### config.mk
export PLATFORM = sky130hd
export DESIGN_NAME = adc_scan_sequencer
export DESIGN_NICKNAME = d
export VERILOG_FILES = /design/src/rtl/adc_scan_sequencer.sv
export SDC_FILE = /design/constraint.sdc
export NUM_CORES = 1
export LEC_CHECK = 0
export CORE_MARGIN = 5
export CORE_UTILIZATION = 65
export CTS_CLUSTER_DIAMETER = 150
export DETAILED_ROUTE_END_ITERATION = 16
export HOLD_SLACK_MARGIN = 0.1
export PLACE_DENSITY = 0.86
export SYNTH_ARGS = -nofsm -noshare
export SYNTH_HDL_FRONTEND = slang
export SYNTH_SLANG_ARGS = --single-unit
export TNS_END_PERCENT = 20
### constraint.sdc
create_clock -name wb_clk_i -period 19.58 [get_ports wb_clk_i]
set_clock_uncertainty 0.2 [all_clocks]
set_input_delay 3.916 -clock wb_clk_i [delete_from_list [all_inputs] [get_ports wb_clk_i]]
set_output_delay 3.916 -clock wb_clk_i [all_outputs]
set_load 0.1 [all_outputs]
### src/rtl/adc_scan_sequencer.sv
// ADC scan sequencer: walks the enabled monitor channels, averages 2^shift
// conversions per channel and strobes one 12-bit result per channel downstream.
module adc_scan_sequencer #(
  parameter int unsigned SETTLE_CYCLES  = 8,
  parameter int unsigned MIN_STROBE_GAP = 16,
  parameter int unsigned TIMEOUT_CYCLES = 1023
) (
  input  logic        wb_clk_i,
  input  logic        wb_rst_i,
  input  logic        wb_cyc_i,
  input  logic        wb_stb_i,
  input  logic        wb_we_i,
  input  logic [15:0] wb_adr_i,
  input  logic [15:0] wb_dat_i,
  output logic [15:0] wb_dat_o,
  output logic        wb_ack_o,
  output logic [4:0]  adc_mux_sel,
  output logic        adc_start,
  input  logic        adc_done,
  input  logic [11:0] adc_data,
  output logic [11:0] adc_result,
  output logic [4:0]  adc_channel,
  output logic        adc_strb
);

  localparam int unsigned TW = $clog2(TIMEOUT_CYCLES + 1);
  localparam int unsigned GW = $clog2(MIN_STROBE_GAP + 1);
  localparam logic [GW-1:0] GAP_MAX  = GW'(MIN_STROBE_GAP);
  localparam logic [GW-1:0] GAP_FIRE = GW'(MIN_STROBE_GAP - 1);
  localparam logic [TW-1:0] TMR_LAST = TW'(TIMEOUT_CYCLES - 1);

  localparam logic [15:0] ADR_EN0    = 16'd0;
  localparam logic [15:0] ADR_EN1    = 16'd1;
  localparam logic [15:0] ADR_SHIFT  = 16'd2;
  localparam logic [15:0] ADR_CTRL   = 16'd3;
  localparam logic [15:0] ADR_COUNT  = 16'd4;
  localparam logic [15:0] ADR_STATUS = 16'd5;

  typedef enum logic [2:0] {
    ST_IDLE,
    ST_SELECT,
    ST_SETTLE,
    ST_CONV_START,
    ST_CONV_WAIT,
    ST_EMIT
  } state_t;

  state_t state, state_d;

  logic        trans;
  logic [15:0] rd_data;
  logic [31:0] chan_en;
  logic [2:0]  avg_shift;
  logic        run;
  logic [15:0] scan_count;
  logic        timeout_flag;

  logic [4:0]    ptr;
  logic [4:0]    cur_chan;
  logic [2:0]    cur_shift;
  logic [16:0]   acc;
  logic [4:0]    sample_cnt;
  logic [7:0]    settle_cnt;
  logic [TW-1:0] tmr;
  logic [GW-1:0] gap_cnt;

  logic [4:0] next_chan;
  logic [4:0] cand;
  logic       found;
  logic       higher_en;
  logic       last_sample;
  logic       gap_ok;
  logic       tmr_last;
  logic       sample_take;
  logic       timeout_evt;
  logic       emit_fire;

  // ---------------- Wishbone register file ----------------
  assign trans = wb_cyc_i & wb_stb_i & ~wb_ack_o;

  always_comb begin
    rd_data = '0;
    case (wb_adr_i)
      ADR_EN0:    rd_data = chan_en[15:0];
      ADR_EN1:    rd_data = chan_en[31:16];
      ADR_SHIFT:  rd_data = {13'b0, avg_shift};
      ADR_CTRL:   rd_data = {15'b0, run};
      ADR_COUNT:  rd_data = scan_count;
      ADR_STATUS: rd_data = {15'b0, timeout_flag};
      default:    rd_data = '0;
    endcase
  end

  always_ff @(posedge wb_clk_i) begin
    if (wb_rst_i) begin
      wb_ack_o     <= 1'b0;
      wb_dat_o     <= '0;
      chan_en      <= '0;
      avg_shift    <= '0;
      run          <= 1'b0;
      scan_count   <= '0;
      timeout_flag <= 1'b0;
    end else begin
      wb_ack_o <= trans;
      if (trans)
        wb_dat_o <= rd_data;
      if (trans && wb_we_i) begin
        case (wb_adr_i)
          ADR_EN0:    chan_en[15:0]  <= wb_dat_i;
          ADR_EN1:    chan_en[31:16] <= wb_dat_i;
          ADR_SHIFT:  avg_shift      <= (wb_dat_i > 16'd4) ? 3'd4 : wb_dat_i[2:0];
          ADR_CTRL:   run            <= wb_dat_i[0];
          ADR_STATUS: if (wb_dat_i[0]) timeout_flag <= 1'b0;
          default: ;
        endcase
      end
      // A timeout landing in the same cycle as a clear write stays visible.
      if (timeout_evt)
        timeout_flag <= 1'b1;
      if (emit_fire && !higher_en)
        scan_count <= scan_count + 16'd1;
    end
  end

  // ---------------- Channel selection helpers ----------------
  always_comb begin
    next_chan = '0;
    found     = 1'b0;
    cand      = '0;
    for (int unsigned i = 1; i <= 32; i++) begin
      cand = ptr + 5'(i);
      if (!found && chan_en[cand]) begin
        found     = 1'b1;
        next_chan = cand;
      end
    end
  end

  // Anything above bit 0 after the shift means a higher channel is enabled.
  assign higher_en   = (chan_en >> cur_chan) > 32'd1;
  assign last_sample = (sample_cnt + 5'd1) == (5'd1 << cur_shift);
  assign gap_ok      = gap_cnt >= GAP_FIRE;
  assign tmr_last    = tmr == TMR_LAST;

  // ---------------- FSM ----------------
  always_ff @(posedge wb_clk_i) begin
    if (wb_rst_i)
      state <= ST_IDLE;
    else
      state <= state_d;
  end

  always_comb begin
    state_d     = state;
    adc_start   = 1'b0;
    sample_take = 1'b0;
    timeout_evt = 1'b0;
    emit_fire   = 1'b0;
    unique case (state)
      ST_IDLE:   if (run && found) state_d = ST_SELECT;
      ST_SELECT: state_d = (run && found) ? ST_SETTLE : ST_IDLE;
      ST_SETTLE: if (settle_cnt == '0) state_d = ST_CONV_START;
      ST_CONV_START: begin
        adc_start = 1'b1;
        state_d   = ST_CONV_WAIT;
      end
      ST_CONV_WAIT: begin
        if (adc_done) begin
          sample_take = run;
          if (!run)
            state_d = ST_IDLE;
          else if (last_sample)
            state_d = ST_EMIT;
          else
            state_d = ST_CONV_START;
        end else if (tmr_last) begin
          timeout_evt = 1'b1;
          state_d     = run ? ST_SELECT : ST_IDLE;
        end
      end
      ST_EMIT: if (gap_ok) begin
        emit_fire = 1'b1;
        state_d   = ST_SELECT;
      end
      default: state_d = ST_IDLE;
    endcase
  end

  // ---------------- Datapath ----------------
  always_ff @(posedge wb_clk_i) begin
    if (wb_rst_i) begin
      ptr         <= 5'd31;
      cur_chan    <= '0;
      cur_shift   <= '0;
      acc         <= '0;
      sample_cnt  <= '0;
      settle_cnt  <= '0;
      tmr         <= '0;
      gap_cnt     <= '0;
      adc_mux_sel <= '0;
      adc_result  <= '0;
      adc_channel <= '0;
      adc_strb    <= 1'b0;
    end else begin
      adc_strb <= emit_fire;
      if (emit_fire)
        gap_cnt <= '0;
      else if (gap_cnt != GAP_MAX)
        gap_cnt <= gap_cnt + 1'b1;

      case (state)
        ST_SELECT: if (state_d == ST_SETTLE) begin
          cur_chan    <= next_chan;
          adc_mux_sel <= next_chan;
          cur_shift   <= avg_shift;
          acc         <= '0;
          sample_cnt  <= '0;
          settle_cnt  <= 8'(SETTLE_CYCLES - 1);
        end
        ST_SETTLE:     if (settle_cnt != '0) settle_cnt <= settle_cnt - 8'd1;
        ST_CONV_START: tmr <= '0;
        ST_CONV_WAIT: begin
          tmr <= tmr + 1'b1;
          if (sample_take) begin
            acc        <= acc + {5'b0, adc_data};
            sample_cnt <= sample_cnt + 5'd1;
          end
          // A timed-out channel is skipped; with run cleared the pointer stays put.
          if (timeout_evt && run)
            ptr <= cur_chan;
        end
        ST_EMIT: if (emit_fire) begin
          adc_result  <= 12'(acc >> cur_shift);
          adc_channel <= cur_chan;
          ptr         <= cur_chan;
        end
        default: ;
      endcase
    end
  end

endmodule

# After elaboration in Yosys (flattened, before gate mapping)
# Index checks and enable logic that the tools add are counted.
dict set report op_classes {
  add_sub_neg 37
  order_cmp 35
  n_eq_ne 19
  n_shift 3
  muxes 165
  bitwise_logic 3
  n_reduce_logical 89
}
# operator n
set op_table {}
lappend op_table {{$lt A5 B6 Y1 const B} 32}
lappend op_table {{$mux W5} 36}
lappend op_table {{$bmux W1 S5} 32}
lappend op_table {{$pmux W16 S6} 1}
lappend op_table {{$add A5 B5 Y5 const B} 16}
lappend op_table {{$mux W1} 77}
lappend op_table {{$add A5 B4 Y5 const B} 8}
lappend op_table {{$logic_and A1 B1 Y1} 35}
lappend op_table {{$mux W17} 2}
lappend op_table {{$pmux W17 S2} 1}
lappend op_table {{$eq A16 B2 Y1 const B} 2}
lappend op_table {{$eq A16 B3 Y1 const B} 2}
lappend op_table {{$gt A32 B1 Y1 const B} 1}
lappend op_table {{$logic_not A1 Y1} 32}
lappend op_table {{$shr A32 B5 Y32} 1}
lappend op_table {{$mux W3} 8}
lappend op_table {{$add A5 B3 Y5 const B} 4}
lappend op_table {{$pmux W10 S2} 1}
lappend op_table {{$pmux W5 S2} 2}
lappend op_table {{$pmux W3 S6} 1}
lappend op_table {{$add A17 B12 Y17} 1}
lappend op_table {{$shr A17 B3 Y12} 1}
lappend op_table {{$add A16 B1 Y16 const B} 1}
lappend op_table {{$eq A16 B1 Y1 const B} 1}
lappend op_table {{other kinds (27)} 53}
dict set report totals {
  ff_bits 149
  in_bits 50
  out_inout_bits 41
  wordCells 371
}

# Depth between registers and ports, before layout
dict set report logic_depth {
  depth_word 103
  depth_mapped 23
  mapped_depth_nobuf 15
}

# Least setup slack after synthesis
# No wires, ideal clock.
dict set report synth_path {
  kind {input -> register}
  start {input port adc_data[0]}
  end {register acc[16]}
  setup_time_ns 0.128
  arrival_time_ns 6.240
  required_ns 19.252
  slack_ns 13.013
  path_stages 15
  path_buffers 0
  path_cell_list {ha_1 -> fa_1 -> a21o_1 -> a21oi_1 -> o21bai_1 -> a21oi_1 -> o21bai_1 -> a21oi_1 -> o21bai_1 -> a21oi_1 -> o21ai_0 -> and4_1 -> nand3_1 -> xor2_1 -> nor2_1}
}
dict set report synth_between {
  elab_chain_cells 3
}
# element line
set synth_rtl {}
lappend synth_rtl {{start, declared} 20} ;# input logic [11:0] adc_data,
lappend synth_rtl {{$add A17 B12 Y17} 225} ;# acc <= acc + {5'b0, adc_data};
lappend synth_rtl {{$mux W17} 224} ;# if (sample_take) begin
lappend synth_rtl {{$pmux W17 S2} 211} ;# case (state)
lappend synth_rtl {{end signal, assigned} 225}
lappend synth_rtl {{end, declared} 61} ;# logic [16:0] acc;
# Every way passes these cells. The select of a mux whose other input is x is not followed.
# A chain may end at the register's enable or synchronous reset.

# Worst setup path in the final report
dict set report layout_path {
  start {register ptr[0]}
  end {register cur_chan[1]}
}
dict set report layout_between {
  elab_chain_cells 102
  elab_cells_between_ends 227
  classes_between {add/sub (31); eq/ne (1); mux (131); reduce/logical (64)}
}
# element line
set layout_rtl {}
lappend layout_rtl {{start, declared} 58} ;# logic [4:0] ptr;
lappend layout_rtl {{start signal, assigned} 230} ;# ptr <= cur_chan;
lappend layout_rtl {{start signal, assigned} 235} ;# ptr <= cur_chan;
lappend layout_rtl {{$add A5 B1 Y5} 131} ;# cand = ptr + 5'(i);
lappend layout_rtl {{$bmux W1 S5} 132} ;# if (!found && chan_en[cand]) begin
lappend layout_rtl {{$mux W1 (not written as such)} 132}
lappend layout_rtl {{$mux W1} 132}
lappend layout_rtl {{$logic_not A1 Y1} 132}
lappend layout_rtl {{$logic_and A1 B1 Y1} 132}
lappend layout_rtl {{$mux W1} 132}
lappend layout_rtl {{$logic_not A1 Y1} 132}
lappend layout_rtl {{(+86 left out)} --}
lappend layout_rtl {{$logic_not A1 Y1} 132}
lappend layout_rtl {{$logic_and A1 B1 Y1} 132}
lappend layout_rtl {{$mux W1} 132}
lappend layout_rtl {{$logic_and A1 B1 Y1} {160, 161}}
lappend layout_rtl {{$mux W3 / $mux W2 (equally long branches)} {160, 161}}
lappend layout_rtl {{$pmux W3 S6} 159} ;# unique case (state)
lappend layout_rtl {{$eq A3 B2 Y1} 212} ;# ST_SELECT: if (state_d == ST_SETTLE) begin
lappend layout_rtl {{$reduce_and A2 Y1 (no line)} --}
lappend layout_rtl {{end signal, assigned} 213} ;# cur_chan <= next_chan;
lappend layout_rtl {{end, declared} 59} ;# logic [4:0] cur_chan;
# Parallel ways exist; a longest one is shown, timed or not. The select of a mux whose other input is x is not followed.

==> results.json <==
{
  "p_leak_nw": 5.734,
  "holdWs_ns": 0.2873,
  "num_rows": 54,
  "endpoint_kind": "flip-flop",
  "gp_congestion": 1.032,
  "ant_nets": 0,
  "antenna_found_initial": 1,
  "cts_hold_buf": 0,
  "post-cts-setup-buffers": 0,
  "area_growth_pct": 9.204,
  "synth_enable_flop_cells": 0,
  "synth_cells": 1747,
  "yosys-top-cells-area": "dfxtp_1 (21%), mux4_2 (14%), mux2i_1 (8.7%)",
  "drt-pass1-iter-count": 6,
  "worst_pin_slew_ns": 1.279,
  "dpl-instance-area_um2": 15220,
  "initial_core_util": 0.6607,
  "fillers": 1682,
  "wl_per_cell_um": 24.52,
  "viasPerCell": 7.213,
  "cts_buffer_depth": 2,
  "cts_buffers": 17,
  "start_kind": "flip-flop",
  "status": "finished, final reports clean",
  "rsz0062_at_grt": "false",
  "synth-seq-cells": 149,
  "power.total_mw": 0.6598,
  "htree_levels": 4,
  "cts.sinks": 149,
  "route.detailed.drc": 0,
  "post_route_cells_drive_above_1_share": 0.1337,
  "slew_violations": 0,
  "seq_area_um2": 2989,
  "routed_wl_mm": 49.77,
  "fin_tns_setup_ns": 0,
  "synth-seq-area-share": 0.2062,
  "cts.repair.resized": 0,
  "post-route-util": 0.7215,
  "synthFlopType": "dfxtp_1",
  "hold_violations": 0,
  "layout_min_cycle_time_ns": 7.453,
  "grt.total_usage": 0.3776,
  "syn_nets": 1832,
  "period_share": 0.3806,
  "drtIter0Drc": 2253,
  "irDropWorstVdd_mv": 0.04315,
  "hpwlAfterDp_mm": 35.24,
  "setup_slack_ns": 12.13,
  "cp.arrival_ns": 7.60,
  "grt_pass1_wl_mm": 77.97,
  "cp.required_ns": 19.72,
  "grt.met3_usage": 0.07766,
  "path_class": "flip-flop to flip-flop",
  "multiInputGateArea_um2": 10690,
  "dieWidth_um": 159.2,
  "finalSetupViolCount": 0,
  "syn_area_um2": 14460,
  "dpl.cell_count": 1998,
  "grt_remaining_overflow": 0,
  "worstSkewPairLatency_ns": 0.45,
  "io_buffers": 90,
  "slew_headroom": 0.1411,
  "die_area_um2": 25340,
  "clkTransAtPathRegs_ns": 0.07,
  "grt_max_degree": 99,
  "first_global_vias": 13840,
  "tritoncts": "yes",
  "cp_max_fo": 57,
  "preCtsSetupSlack_ns": 12.30,
  "grt-busiest-layer": "met2",
  "cts-root-buf": "clkbuf_16",
  "synth_top_area_cell": "dfxtp_1",
  "synth_top_area_frac": 0.2062,
  "final_cell_count_no_fill": 2030,
  "use_met2": 0.5838,
  "ys_types": 106,
  "ios": 91,
  "fmax_mhz": 134.2,
  "num_vias": 14640,
  "die_h_um": 159.2,
  "grt_use_met1": 0.4901,
  "syn_area_per_cell_um2": 8.279,
  "fp.coreArea_um2": 21890,
  "hp-class": "flip-flop to flip-flop",
  "design_area_um2": 15800,
  "num_antenna_cells": 0,
  "async_flop_share": 0,
  "p_per_area_nw_per_um2": 41.77,
  "cap_violations": 0,
  "fin_nets": 1822,
  "yosysWarningCount": 0
}
-- cells in the final DEF (no fill, tap or decap), types with 7 or more instances in the layout --
master / count
nand2_1: 220
nor2_1: 182
dfxtp_1: 146
a21oi_1: 131
mux2i_1: 126
mux4_2: 91
clkdlybuf4s50_1: 89
nand3_1: 64
o21ai_0: 64
mux2_2: 41
xnor2_1: 36
inv_1: 35
ha_1: 34
nor3_1: 32
a211oi_1: 32
xor2_1: 25
a22oi_1: 24
nor2b_1: 22
o211ai_1: 22
buf_4: 22
a31oi_1: 20
nand4_1: 18
clkbuf_16: 17
and2_1: 14
and3_1: 12
nor4_1: 12
o22ai_1: 11
o31ai_1: 10
nand2b_1: 9
or2_2: 8
a211o_1: 8
o21a_1: 7
or3_1: 7
o221ai_1: 7
o2111ai_1: 7
-- kinds of logic after synthesis --
logic type,share of synthesized area
AND/OR/NAND/NOR,0.2157
buffers and inverters,0.05493
XOR/XNOR,0.03919
AO/OA/AOI/OAI,0.1823
multiplexers,0.2708
flip-flops,0.2062
adder cells (fa/ha/maj),0.03080
-- cells in the mapped netlist (8+ instances only) --
library cell / n
nand2_1: 220
nor2_1: 182
dfxtp_1: 149
a21oi_1: 131
mux2i_1: 126
clkbuf_1: 103
mux4_2: 91
nand3_1: 64
o21ai_0: 64
mux2_2: 41
xnor2_1: 36
inv_1: 35
ha_1: 34
a211oi_1: 32
nor3_1: 32
xor2_1: 25
a22oi_1: 24
nor2b_1: 22
o211ai_1: 22
a31oi_1: 20
nand4_1: 18
buf_2: 15
and2_1: 14
and3_1: 12
nor4_1: 12
o22ai_1: 11
o31ai_1: 10
nand2b_1: 9
a211o_1: 8
buf_1: 8
or2_2: 8
-- layout make-up --
cell class | count | area share
multi-input combinational | 1421 | 0.6766
sequential | 149 | 0.1892
timing repair buffer | 111 | 0.06686
clock buffer | 18 | 0.02780
tap | 280 | 0.02218
inverter | 37 | 0.008793
clock inverter | 14 | 0.008555
-- critical path, stage by stage (launching register included) --
cell and delay (ns):
dfxtp_2 0.32, buf_4 0.64, inv_1 0.54, ha_1 0.67
buf_4 0.40, mux4_2 0.63, mux4_2 0.57, mux2i_4 0.30
nand3_1 0.30, nand4bb_1 0.30, buf_4 0.24, nor2_4 0.25
nand2_1 0.24, nor2_2 0.33, mux2_2 0.37, a2111oi_1 0.59
o211ai_1 0.26, o211ai_1 0.15
-- path summary, 6_finish.rpt --
kind | cells past startpoint | start | endpoint | slack, ns
hold reg to reg | 2 | adc_result[10] | adc_result[10] | 0.29
hold / removal | 2 | adc_result[10] | adc_result[10] | 0.29
setup / recovery | 17 | ptr[0] | cur_chan[1] | 12.13
setup reg to reg | 17 | ptr[0] | cur_chan[1] | 12.13
-- sequential cells by signal, summed over array words and instances (netlist names), 5 cells and up --
signal / cells
adc_result: 12
adc_channel: 5
acc: 17
wb_dat_o: 16
scan_count: 16
sample_cnt: 5
chan_en: 32
cur_chan: 5
settle_cnt: 8
ptr: 5
gap_cnt: 5
tmr: 10
-- per-layer routing --
layer,up-vias,wire length (µm)
met2,1123,22230
met3,255,5338
met5,-,33
li1,6463,-
met1,6800,18650
met4,2,3520
-- report_power, final --
| part | leakage (nW) | switching [mW] | total, mW | internal (mW) |
|---|---|---|---|---|
| registers | 1.20 | 0.000835 | 0.304 | 0.303 |
| clock network | 0.277 | 0.155 | 0.327 | 0.171 |
| logic | 4.26 | 0.0159 | 0.0289 | 0.0130 |
(Power assumes the default switching activity.)
